==> config.mk <==
export PLATFORM = sky130hd
export DESIGN_NAME = au_seq_divider
export DESIGN_NICKNAME = d
export VERILOG_FILES = /design/src/rtl/au_seq_divider.sv
export SDC_FILE = /design/constraint.sdc
export NUM_CORES = 1
export LEC_CHECK = 0
export ABC_CLOCK_PERIOD_IN_PS = 2700
export CORE_AREA = 2 2 65 67
export CTS_CLUSTER_DIAMETER = 120
export DETAILED_ROUTE_END_ITERATION = 10
export DIE_AREA = 0 0 67 69
export PLACE_DENSITY = 0.69
export RECOVER_POWER = 100
export SLEW_MARGIN = 20
export SYNTH_ARGS = -nofsm -noshare
export SYNTH_HDL_FRONTEND = slang
export SYNTH_SLANG_ARGS = --single-unit
==> constraint.sdc <==
create_clock -name clock -period 2.7 [get_ports clock]
set_input_delay 0.27 -clock clock [delete_from_list [all_inputs] [get_ports clock]]
set_output_delay 0.27 -clock clock [all_outputs]
set_load 0.005 [all_outputs]
==> src/rtl/au_seq_divider.sv <==
// au_seq_divider: restoring divider, one quotient bit per clock behind valid/ready handshakes.
// Define AU_DIV_SIGNED_EN for two's-complement operands (truncating division).
module au_seq_divider #(
    parameter int WIDTH = 6
) (
    input  logic             clock,
    input  logic             reset,
    input  logic             in_valid,
    output logic             in_ready,
    input  logic [WIDTH-1:0] dividend,
    input  logic [WIDTH-1:0] divisor,
    output logic             out_valid,
    input  logic             out_ready,
    output logic [WIDTH-1:0] quotient,
    output logic [WIDTH-1:0] remainder,
    output logic             div_by_zero
);
    localparam int CW = $clog2(WIDTH);

    typedef enum logic [1:0] {IDLE, RUN, DONE} state_t;

    state_t           state, state_next;
    logic [WIDTH-1:0] q, r, d, a_mag, b_mag;
    logic [CW-1:0]    cnt;
    logic             dz, accept, zero;
    logic [WIDTH:0]   rem_shift, diff;

    assign accept    = in_valid && in_ready;
    assign zero      = divisor == '0;
    assign rem_shift = {r, q[WIDTH-1]};
    assign diff      = rem_shift - {1'b0, d};
    assign div_by_zero = dz;

`ifdef AU_DIV_SIGNED_EN
    logic q_neg, r_neg;

    // The core divides magnitudes; signs are reapplied on the way out.
    assign a_mag     = dividend[WIDTH-1] ? -dividend : dividend;
    assign b_mag     = divisor[WIDTH-1] ? -divisor : divisor;
    assign quotient  = q_neg ? -q : q;
    assign remainder = r_neg ? -r : r;

    always_ff @(posedge clock) begin
        if (reset) begin
            q_neg <= 1'b0;
            r_neg <= 1'b0;
        end else if (accept) begin
            q_neg <= !zero && (dividend[WIDTH-1] ^ divisor[WIDTH-1]);
            r_neg <= !zero && dividend[WIDTH-1];
        end
    end
`else
    assign a_mag     = dividend;
    assign b_mag     = divisor;
    assign quotient  = q;
    assign remainder = r;
`endif

    always_ff @(posedge clock) begin
        state <= reset ? IDLE : state_next;
    end

    always_comb begin
        state_next = state;
        in_ready   = 1'b0;
        out_valid  = 1'b0;
        unique case (state)
            IDLE: begin
                in_ready = 1'b1;
                if (in_valid) state_next = zero ? DONE : RUN;
            end
            RUN:  state_next = (cnt == '0) ? DONE : RUN;
            DONE: begin
                out_valid = 1'b1;
                if (out_ready) state_next = IDLE;
            end
            default: state_next = IDLE;
        endcase
    end

    // q doubles as the dividend shift register and the quotient accumulator.
    always_ff @(posedge clock) begin
        if (reset) begin
            q   <= '0;
            r   <= '0;
            d   <= '0;
            cnt <= '0;
            dz  <= 1'b0;
        end else if (accept) begin
            q   <= zero ? '1 : a_mag;
            r   <= zero ? dividend : '0;
            d   <= b_mag;
            cnt <= CW'(WIDTH - 1);
            dz  <= zero;
        end else if (state == RUN) begin
            r   <= diff[WIDTH] ? rem_shift[WIDTH-1:0] : diff[WIDTH-1:0];
            q   <= {q[WIDTH-2:0], !diff[WIDTH]};
            cnt <= cnt - 1'b1;
        end
    end
endmodule

==> results of run 1 <==
layout by cell type (no fill, tap or decap), types with 2 or more instances in the layout:
cell type,count
clkbuf_8,3
a211oi_1,2
o22ai_1,3
nand2_1,24
or2_2,2
a311oi_1,4
dlygate4sd3_1,17
dfxtp_1,24
a31oi_1,3
xor2_1,2
a22oi_1,5
o221ai_1,2
o21ai_0,11
a2bb2oi_1,3
nor3_1,6
nor2b_1,3
inv_1,15
buf_4,5
nand2b_1,3
clkdlybuf4s50_1,13
a21oi_1,15
ha_1,8
mux2i_1,4
nor2_1,18
cells by family (layout without fill, tap and decap cells):
group	after synthesis	after routing	share of synthesized area (%)
XOR/XNOR	2	2	1.16
multiplexers	5	5	3.64
adder cells (fa/ha/maj)	9	9	7.95
flip-flops	24	24	31.8
AND/OR/NAND/NOR	65	65	20.9
buffers and inverters	24	54	7.04
AO/OA/AOI/OAI	57	57	27.5
flip-flops by register name (all words and copies together), names as in the netlist:
| signal | flops |
|---|---|
| div_by_zero | 1 |
| d | 6 |
| remainder | 6 |
| quotient | 6 |
| cnt | 3 |
| state | 2 |
through the flow:
step	cells	instance area, um^2	util [%]	hold slack [ns]
5_1_grt	266	1890	48.4	0.484
4_1_cts	266	1910	48.8	0.464
3_5_place_dp	263	1870	47.8	0.451
3_3_place_gp	263	1870	47.8	0.446
6_report	266	1890	48.4	0.460
2_1_floorplan	186	1510	-	0.334
power groups by stage:
stage / combinational, mW / clock, mW / sequential (mW)
final: 0.572 / 0.215 / 0.449
after global routing: 0.633 / 0.237 / 0.456
after CTS: 0.588 / 0.223 / 0.450
after detailed placement: 0.585 / 0 / 0.459
after global placement: 0.580 / 0 / 0.457
after floorplan: 0.416 / 0 / 0.439
tightest hold or removal path, delay by kind of cell, from the launching register on:
family	cells	cell delay [ns]
simple gates	1	0.05
flops	1	0.32
compound gates	1	0.05
per-layer routing:
metal  GRT usage, %  up-vias
met5              0        -
met4           5.44        0
met3           1.79        2
met2           25.2       43
met1           25.0      679
li1               -      731
cell type report:
type | instances | area [um^2]
Fill cell | 420 | 2020
Multi-Input combinational cell | 138 | 912
Sequential cell | 24 | 480
Timing Repair Buffer | 36 | 342
Tap cell | 50 | 62.6
Inverter | 15 | 56.3
Clock buffer | 3 | 41.3
synth_stat cells (2+ instances only):
cell type and number:
ha_1 8, o221ai_1 2, inv_1 15, o22ai_1 3
a31oi_1 3, nand2b_1 3, dfxtp_1 24, nor3_1 5
a211oi_1 2, mux2i_1 4, nand2_1 24, a2bb2oi_1 3
buf_4 2, xor2_1 2, a311oi_1 4, a21oi_1 15
nor2_1 17, a22oi_1 5, or2_2 3, o21ai_0 11
nor2b_1 3, clkbuf_1 5
how the worst min path moves through the flow:
stage	start	end
finish	d[3]	d[3]
floorplan	reset	remainder[0]
detailed placement	d[2]	d[2]
global placement	d[3]	d[3]
global route	d[5]	d[5]
CTS	d[2]	d[2]
==> run summary, run 1 <==
Share of layout cells above drive strength 1 -> 7.41%
IR drop worst, VDD -> 374 uV
Req. time, crit path -> 2.87 ns
Status -> completed
Post-place setup slack -> 0.271 ns
Type of origin of the critical path -> register
Die Area -> 4620 um^2
GRT overflow -> 0
Critical path endpoint category -> register
Drt first-iter violations -> 94
CTS sink cnt -> 24
Final Net Count -> 243
Comb pwr share -> 46.3%
Mapped Avg Cell Area -> 8.13 um^2
Worst-Margin Slew -> 0.775 ns
Max_cap viols -> 0
First-pass GRT wire length -> 6130 um
Pint -> 786 uW
Initial antenna violation count -> 0
Setup TNS Final -> 0 ns
Cell Rows -> 23
Flop pwr share -> 36.3%
Hold path cells -> 2
FF-to-FF setup slack -> 0.23 ns
Final period utilization -> 91.6%
Cell family with most CP delay -> compound AO/OA/AOI/OAI gates
Mapped cell area -> 1510 um^2
Crit path buf inv count -> 2
Synth top area cells -> dfxtp_1 32%, ha_1 6.6%, nand2_1 6.0%
Sw Pwr -> 450 uW
Worst slew margin -> 48.3%
Wirelength, routed -> 3660 um
Clock share of power -> 17.4%
Unique masters post-synth -> 45
Ys flop type -> dfxtp_1
Total track usage -> 16.9%
Worst Path Arrival -> 2.65 ns
Clock Root Buffer -> clkbuf_8
Crit path from -> quotient[5]
Slowest stage cell, crit path -> fa_1
Post-route minimum period -> 2.47 ns
Setup violation total in the final timing report -> 0
Overall power -> 1.24 mW
WL met2 -> 1640 um
Hold Vio Cnt, Final -> 0
Critical Path Stages -> 9
EDFF count, synth -> 0
Drt wl/cell -> 13.7 um
Clk slew on worst S/H paths -> 0.09 ns
Cell breakdown of the critical path -> inv_1 -> ha_1 -> inv_1 -> fa_1 -> a211oi_2 -> o2111ai_1 -> o2111ai_4 -> mux2_4 -> a2111oi_4
Largest net degree at the start of global routing -> 19
TritonRoute pass-1 iters -> 4
RR Startpoint -> quotient[5]
WS Path Type -> register to register
TritonCTS clock tree -> built
Worst Skew -> 0.00195 ns
CTS Buf Count -> 3
Leak -> 0.725 nW
Antenna Nets Post-Route -> 0
Yosys top cell by area -> dfxtp_1
Post-CTS resize count -> 0
Routability cong. -> 0.845
Worst-case reg-to-reg path depth -> 9
Max incr delay on CP -> 0.41 ns
Min-delay worst type -> register to register
Share of Yosys cell area claimed by the top area cell type -> 31.8%
Crit path to -> remainder[0]
Post-layout worst setup margin -> 0.228 ns
Dpl hpwl -> 2810 um
Via-to-Cell Ratio -> 5.47
Cell mode on critical path -> inv_1
RSZ-0062 raised after global routing -> false
Post-CTS setup buffers -> 0
Die X -> 67 um
# IOs -> 31
Initial Utilization -> 38.6%
Post-route DRC -> 0
CORE AREA -> 3910 um^2
Seq/Total Area, Yosys -> 31.8%
Met1 WL -> 1770 um
Pwr Density -> 652 nW/um^2
Port bufs -> 30
N_diodes -> 0
Post-Synthesis Cells -> 186
Vias -> 1455
Crit path max fanout -> 4
Net Sw Frac -> 36.4%
Asr flop ratio synth -> 0%
Vias in the first global route -> 1297
CTS Hold Bufs -> 0
Highest metal used -> met4
FF-to-FF End -> remainder[0]
Chip height -> 69 um
Clock latency on the worst-skew pair -> 0.26 ns
Area Overhead vs Synth -> 25.3%
Met3 wire len -> 202 um
Synth warn -> 0
Clock Path Buffers -> 2
H-Tree Depth -> 1
Fmax -> 404 MHz
Synth Register Bits -> 24
Post-Syn Nets -> 211
Final Max Tran Viols -> 0
No activity file was read; power rests on OpenSTA's default activity.
==> run 2, diff against run 1 <==
--- a/config.mk
+++ b/config.mk
@@ -12,7 +12,7 @@
 export DIE_AREA = 0 0 67 69
 export PLACE_DENSITY = 0.69
 export RECOVER_POWER = 100
-export SLEW_MARGIN = 20
+export SLEW_MARGIN = 10
 export SYNTH_ARGS = -nofsm -noshare
 export SYNTH_HDL_FRONTEND = slang
 export SYNTH_SLANG_ARGS = --single-unit
==> results of run 2 <==
The final DEF is identical to that of run 1; final timing and power are the same.
